==> src/rtl/bram_pattern_loader.sv <==
// Packs a valid/ready byte stream little-endian into 16-bit words and writes them to BRAM port A.
// Optional running checksum of each frame's bytes is enabled with LOADER_CHECKSUM_EN.
module bram_pattern_loader #(
  parameter int ADDR_WIDTH = 4
) (
  input  logic        clk,
  input  logic        rst,
  input  logic [7:0]  in_data,
  input  logic        in_valid,
  output logic        in_ready,
  input  logic        frame_sync,
  output logic [15:0] bram_addra,
  output logic [15:0] bram_dina,
  output logic        bram_ena,
  output logic        bram_wea,
  output logic        frame_done,
  output logic        busy
`ifdef LOADER_CHECKSUM_EN
  ,
  output logic [7:0]  checksum
`endif
);

  // state | meaning
  // S_LO  | waiting for the low byte of a word
  // S_HI  | low byte held, waiting for the high byte
  // S_WR  | write strobe on port A, stream paused for one cycle
  typedef enum logic [1:0] {S_LO, S_HI, S_WR} state_t;

  state_t                  state, state_nxt;
  logic [ADDR_WIDTH-1:0]   word_addr;
  logic [7:0]              lo_byte;
  logic                    xfer;
  logic                    wr_go;
  logic                    last_word;

  // in_ready is gated by rst so every output reads 0 while reset is held.
  assign in_ready  = (state == S_LO || state == S_HI) && !frame_sync && !rst;
  assign xfer      = in_valid && in_ready;
  assign wr_go     = (state == S_HI) && xfer;
  assign last_word = (word_addr == {ADDR_WIDTH{1'b1}});
  assign busy      = (state != S_LO);

  always_comb begin
    state_nxt = state;
    case (state)
      S_LO:    if (xfer) state_nxt = S_HI;
      S_HI:    if (xfer) state_nxt = S_WR;
      S_WR:    state_nxt = S_LO;
      default: state_nxt = S_LO;
    endcase
    if (frame_sync) state_nxt = S_LO;
  end

  always_ff @(posedge clk or posedge rst) begin
    if (rst) begin
      state      <= S_LO;
      word_addr  <= '0;
      lo_byte    <= '0;
      bram_addra <= '0;
      bram_dina  <= '0;
      bram_ena   <= 1'b0;
      bram_wea   <= 1'b0;
      frame_done <= 1'b0;
    end else begin
      state <= state_nxt;

      if (frame_sync)
        lo_byte <= '0;
      else if (state == S_LO && xfer)
        lo_byte <= in_data;

      // Strobe is registered so it is visible exactly during the S_WR cycle.
      bram_ena   <= wr_go;
      bram_wea   <= wr_go;
      bram_addra <= wr_go ? 16'(word_addr) : 16'h0000;
      bram_dina  <= wr_go ? {in_data, lo_byte} : 16'h0000;
      frame_done <= wr_go && last_word;

      if (frame_sync)
        word_addr <= '0;
      else if (state == S_WR)
        word_addr <= word_addr + ADDR_WIDTH'(1);
    end
  end

`ifdef LOADER_CHECKSUM_EN
  logic [7:0] run_sum;

  // Checksum is captured on the hi-byte edge so it is already valid while frame_done is high.
  always_ff @(posedge clk or posedge rst) begin
    if (rst) begin
      run_sum  <= '0;
      checksum <= '0;
    end else if (frame_sync) begin
      run_sum <= '0;
    end else if (wr_go && last_word) begin
      checksum <= run_sum + in_data;
      run_sum  <= '0;
    end else if (xfer) begin
      run_sum <= run_sum + in_data;
    end
  end
`endif

endmodule

==> config.mk <==
export PLATFORM = sky130hd
export DESIGN_NAME = bram_pattern_loader
export DESIGN_NICKNAME = d
export VERILOG_FILES = /design/src/rtl/bram_pattern_loader.sv
export SDC_FILE = /design/constraint.sdc
export NUM_CORES = 1
export LEC_CHECK = 0
export CORE_MARGIN = 5
export CORE_UTILIZATION = 31
export CTS_CLUSTER_DIAMETER = 50
export DETAILED_ROUTE_END_ITERATION = 6
export PLACE_DENSITY = 0.58
export RECOVER_POWER = 25
export SYNTH_ARGS = -nofsm -noshare
export SYNTH_HDL_FRONTEND = slang
export SYNTH_SLANG_ARGS = --single-unit
==> constraint.sdc <==
create_clock -name clk -period 1.5 [get_ports clk]
set_input_delay 0.3 -clock clk [delete_from_list [all_inputs] [get_ports clk]]
set_output_delay 0.3 -clock clk [all_outputs]
set_load 0.1 [all_outputs]
# Yosys cells after proc, flatten, opt, wreduce, memory -nomap -nowiden
# Cells that the tools add are included.
# totals
reg_bits	36
input_bits	12
output_inout_bits	37
wordCells	37
# op_classes
n_addsub	1
eq_ne	5
mux	10
reduce_logical	14
# op_table
op	count
$mux W16	1
$mux W8	2
$mux W4	3
$logic_and A1 B1 Y1	6
$mux W2	3
$ne A3 B3 Y1 const B	2
$reduce_bool A2 Y1	3
$add A4 B1 Y4 const B	1
$eq A4 B4 Y1 const B	1
$pmux W2 S2	1
$eq A2 B1 Y1 const B	1
$eq A2 B2 Y1 const B	1
$logic_not A1 Y1	2
$logic_not A2 Y1	1
$reduce_and A2 Y1	1
$logic_or A1 B1 Y1	1

# Logic depth before layout (Yosys ltp)
# depth
depth_word	8
mapped_depth	4
ltp_nobuf	4

# Least setup slack after synthesis
# No wires, ideal clock.
# synth_timing
path_type	in2out
start	input frame_sync
end	output in_ready
t_arrival_ns	2.576
t_required_ns	1.200
path_slack_ns	-1.376
cell_stages	2
path_buffers	1
cell_sequence	clkbuf_1 -> nor3_1
# synth_between
elab_chain_len	3
# synth_lines
element	line	text
from (decl)	11	input logic frame_sync,
$logic_not A1 Y1	38	assign in_ready = (state == S_LO || state == S_HI) && !frame_sync && !rst;
$logic_and A1 B1 Y1 (2 in a row)	38	
to (decl)	10	output logic in_ready,
# No other way between the ends.

# Final worst setup path
# layout_timing
start	input in_valid
end	register lo_byte[7]
# layout_between
elab_chain_len	3
# layout_lines
element	line	text
from (decl)	9	input logic in_valid,
$logic_and A1 B1 Y1	39	assign xfer = in_valid && in_ready;
$logic_and A1 B1 Y1	70	else if (state == S_LO && xfer)
$reduce_bool A2 Y1 (no source line)	n/a	
to (signal assigned)	71	lo_byte <= in_data;
to (decl)	32	logic [7:0] lo_byte;
# No other way between the ends.
# A chain may end at the register's enable or synchronous reset.

==> flow_metrics.env <==
export IMPL_rr_worst_depth=5
export IMPL_finalCritPeriodShare_pct=97.95
export IMPL_design_die_area_um2=6262
export IMPL_grtUsageTotal_pct=10.11
export IMPL_die_x_um=79.13
export IMPL_max_clock_path_buffers=2
export IMPL_finalNetCount=177
export IMPL_drive_gt1_share_pct=34.76
export IMPL_vias=911
export IMPL_clock_latency_ps=280
export IMPL_area_growth_pct=54.22
export IMPL_worst_pin_slew_ps=589.6
export IMPL_viasPerCell=4.179
export IMPL_start_util_pct=31.57
export IMPL_r2r_end="lo_byte[7]"
export IMPL_tritoncts="done"
export IMPL_ys_ff_latch=36
export IMPL_num_antenna_cells=0
export IMPL_htreeDepth=2
export IMPL_rsz0062_at_grt="true"
export IMPL_clk_pin_slew_ps=60
export IMPL_antenna_found_initial=0
export IMPL_fmax_mhz=680.6
export IMPL_detail_route_antenna_nets=0
export IMPL_grt_max_degree=26
export IMPL_cap_violations=0
export IMPL_reg2reg_slack_ps=60
export IMPL_grt_pass1_wl_um=4636
export IMPL_drt_iter0_drc=45
export IMPL_setup_viol=0
export IMPL_yosysWarnings=0
export IMPL_cts_root_buf="clkbuf_8"
export IMPL_coreArea_um2=4692
export IMPL_die_height_um=79.13
export IMPL_crit_arrival_ps=1630
export IMPL_netlist_area_um2=1481
export IMPL_drc_errors=0
export IMPL_fillers=425
export IMPL_placed_cells_incl_taps=207
export IMPL_num_rows=25
export IMPL_hold_viol=0
export IMPL_finalClockSkew_ps=2.577
export IMPL_avgSynthCellArea_um2=12.99
export IMPL_worstSetupPathType="in2reg"
export IMPL_worst_path_max_fanout=8
export IMPL_total_power_mw=1.984
export IMPL_clock_sinks=36
export IMPL_powerDensity_nw_per_um2=868.6
export IMPL_instances_no_fill=218
export IMPL_tns_ps=0
export IMPL_start_kind="primary input"
export IMPL_synth_yosys_seq_area_share_pct=60.81
export IMPL_routed_wl_um=2857
export IMPL_final_common_cell="dfrtp_1"
export IMPL_status="completed"
export IMPL_fin_crit_ps=1469
export IMPL_ys_types=29
export IMPL_numCtsBuffers=5
export IMPL_hold_buffers=0
export IMPL_cp_required_ps=1660
export IMPL_drt_first_pass_iters=3
export IMPL_p_leak_nw=1.113
export IMPL_drv_slew=0
export IMPL_r2r_start="state[1]"
export IMPL_port_buffers=36
export IMPL_ir_drop_mv=0.3208
export IMPL_hpwl_um=2143
export IMPL_grt_ovfl_total=0
export IMPL_synthCells=114
export IMPL_slew_headroom_pct=60.70
export IMPL_cp_end_kind="register"
export IMPL_final_cell_mix="dfrtp_1, buf_12, and2_1, conb_1"
export IMPL_wl_per_cell_um=13.11
export IMPL_io_pins=49
export IMPL_grt_pass1_vias=992
export IMPL_worstHoldPathType="in2async"
export IMPL_gp_congestion=0.7155
state kept, by name, indices dropped and copies added, names as in the netlist:
register and cells:
bram_addra 4, word_addr 4, state 2, bram_wea 1
lo_byte 8, bram_dina 16, frame_done 1
how the worst max path moves through the flow:
stage	startpoint	to	slack, ps	cells after the start
CTS	state[1]	in_ready	-10	3
global placement	in_valid	lo_byte[6]	-230	5
global route	in_valid	lo_byte[1]	-10	5
finish	in_valid	lo_byte[7]	30	5
floorplan	frame_sync	in_ready	-70	2
detailed placement	in_valid	lo_byte[6]	-270	5
what timing repair did:
item                                    CTS  global route
pin swaps                                 1             1
endpoints found under the hold margin     0             0
cloned                                    0             0
buffers inserted                          4             0
gates resized for setup                   4             2
endpoints found under the setup margin    2            10
through the flow:
step	hold WS, ps	area (um^2)	setup WS [ps]	utilization (%)
finish	331.9	2285	30.80	48.69
global route	349.1	2285	-13.62	48.69
CTS	370.1	2296	-9.793	48.93
detailed placement	456.8	2183	-269.7	46.53
global placement	464.6	2183	-226.2	46.53
floorplan	428.6	1535	-67.00	-
metal layers:
metal,routed length (um),GRT usage (%),vias to the layer above
li1,-,-,437
met1,1059,10.13,436
met2,1480,17.09,33
met3,246,4.875,5
met4,70,5.670,0
met5,0,0,-
cells in the mapped netlist (all sizes together):
master | number | area [um^2]
inv | 1 | 3.750
conb | 1 | 3.750
nor2b | 8 | 52.55
or2 | 1 | 6.260
o21ai | 1 | 5.000
mux2i | 1 | 10.01
xnor2 | 1 | 8.760
and2 | 20 | 125.1
buf | 15 | 113.9
and2b | 1 | 7.510
and4 | 1 | 8.760
nand3 | 1 | 5.000
nor2 | 4 | 15.01
xor2 | 2 | 17.52
or3 | 1 | 6.260
nor3 | 2 | 10.01
and3b | 1 | 8.760
nand2b | 1 | 6.260
a21oi | 1 | 5.000
ha | 1 | 12.51
clkbuf | 2 | 8.750
and3 | 2 | 12.51
nand3b | 1 | 7.510
dfrtp | 36 | 900.9
mux2 | 8 | 120.1
report_power, final:
part | switching, mW | internal, mW | leakage (nW)
logic | 0.255 | 0.112 | 0.575
registers | 0.0110 | 0.989 | 0.497
clock network | 0.302 | 0.315 | 0.0410
worst max-delay path, cell delays in order:
cell	delay, ps
clkdlybuf4s50_1	450
nor2b_2	210
and3b_2	240
buf_12	140
mux2_4	290
cells by family (layout without fill, tap and decap cells):
group | count (synthesis) | after routing | share of synthesized area, %
buffers and inverters | 18 | 57 | 8.529
other | 1 | 12 | 0.2531
adders and majority gates | 1 | 1 | 0.8445
muxes | 9 | 9 | 8.784
xor gates and xnor gates | 3 | 3 | 1.774
DFF | 36 | 36 | 60.81
AOI/OAI and AO/OA | 2 | 2 | 0.6750
and+or+nand+nor | 44 | 44 | 18.33
cell type report:
cell class / count / area (um^2) / area share (%)
sequential: 36 / 902.1 / 39.49
timing repair buffer: 49 / 723.2 / 31.65
multi-input combinational: 71 / 510.5 / 22.34
clock buffer: 6 / 72.57 / 3.176
tap: 54 / 67.56 / 2.957
clock inverter: 1 / 5.005 / 0.2191
inverter: 1 / 3.754 / 0.1643
No activity file was read; power rests on OpenSTA's default activity.
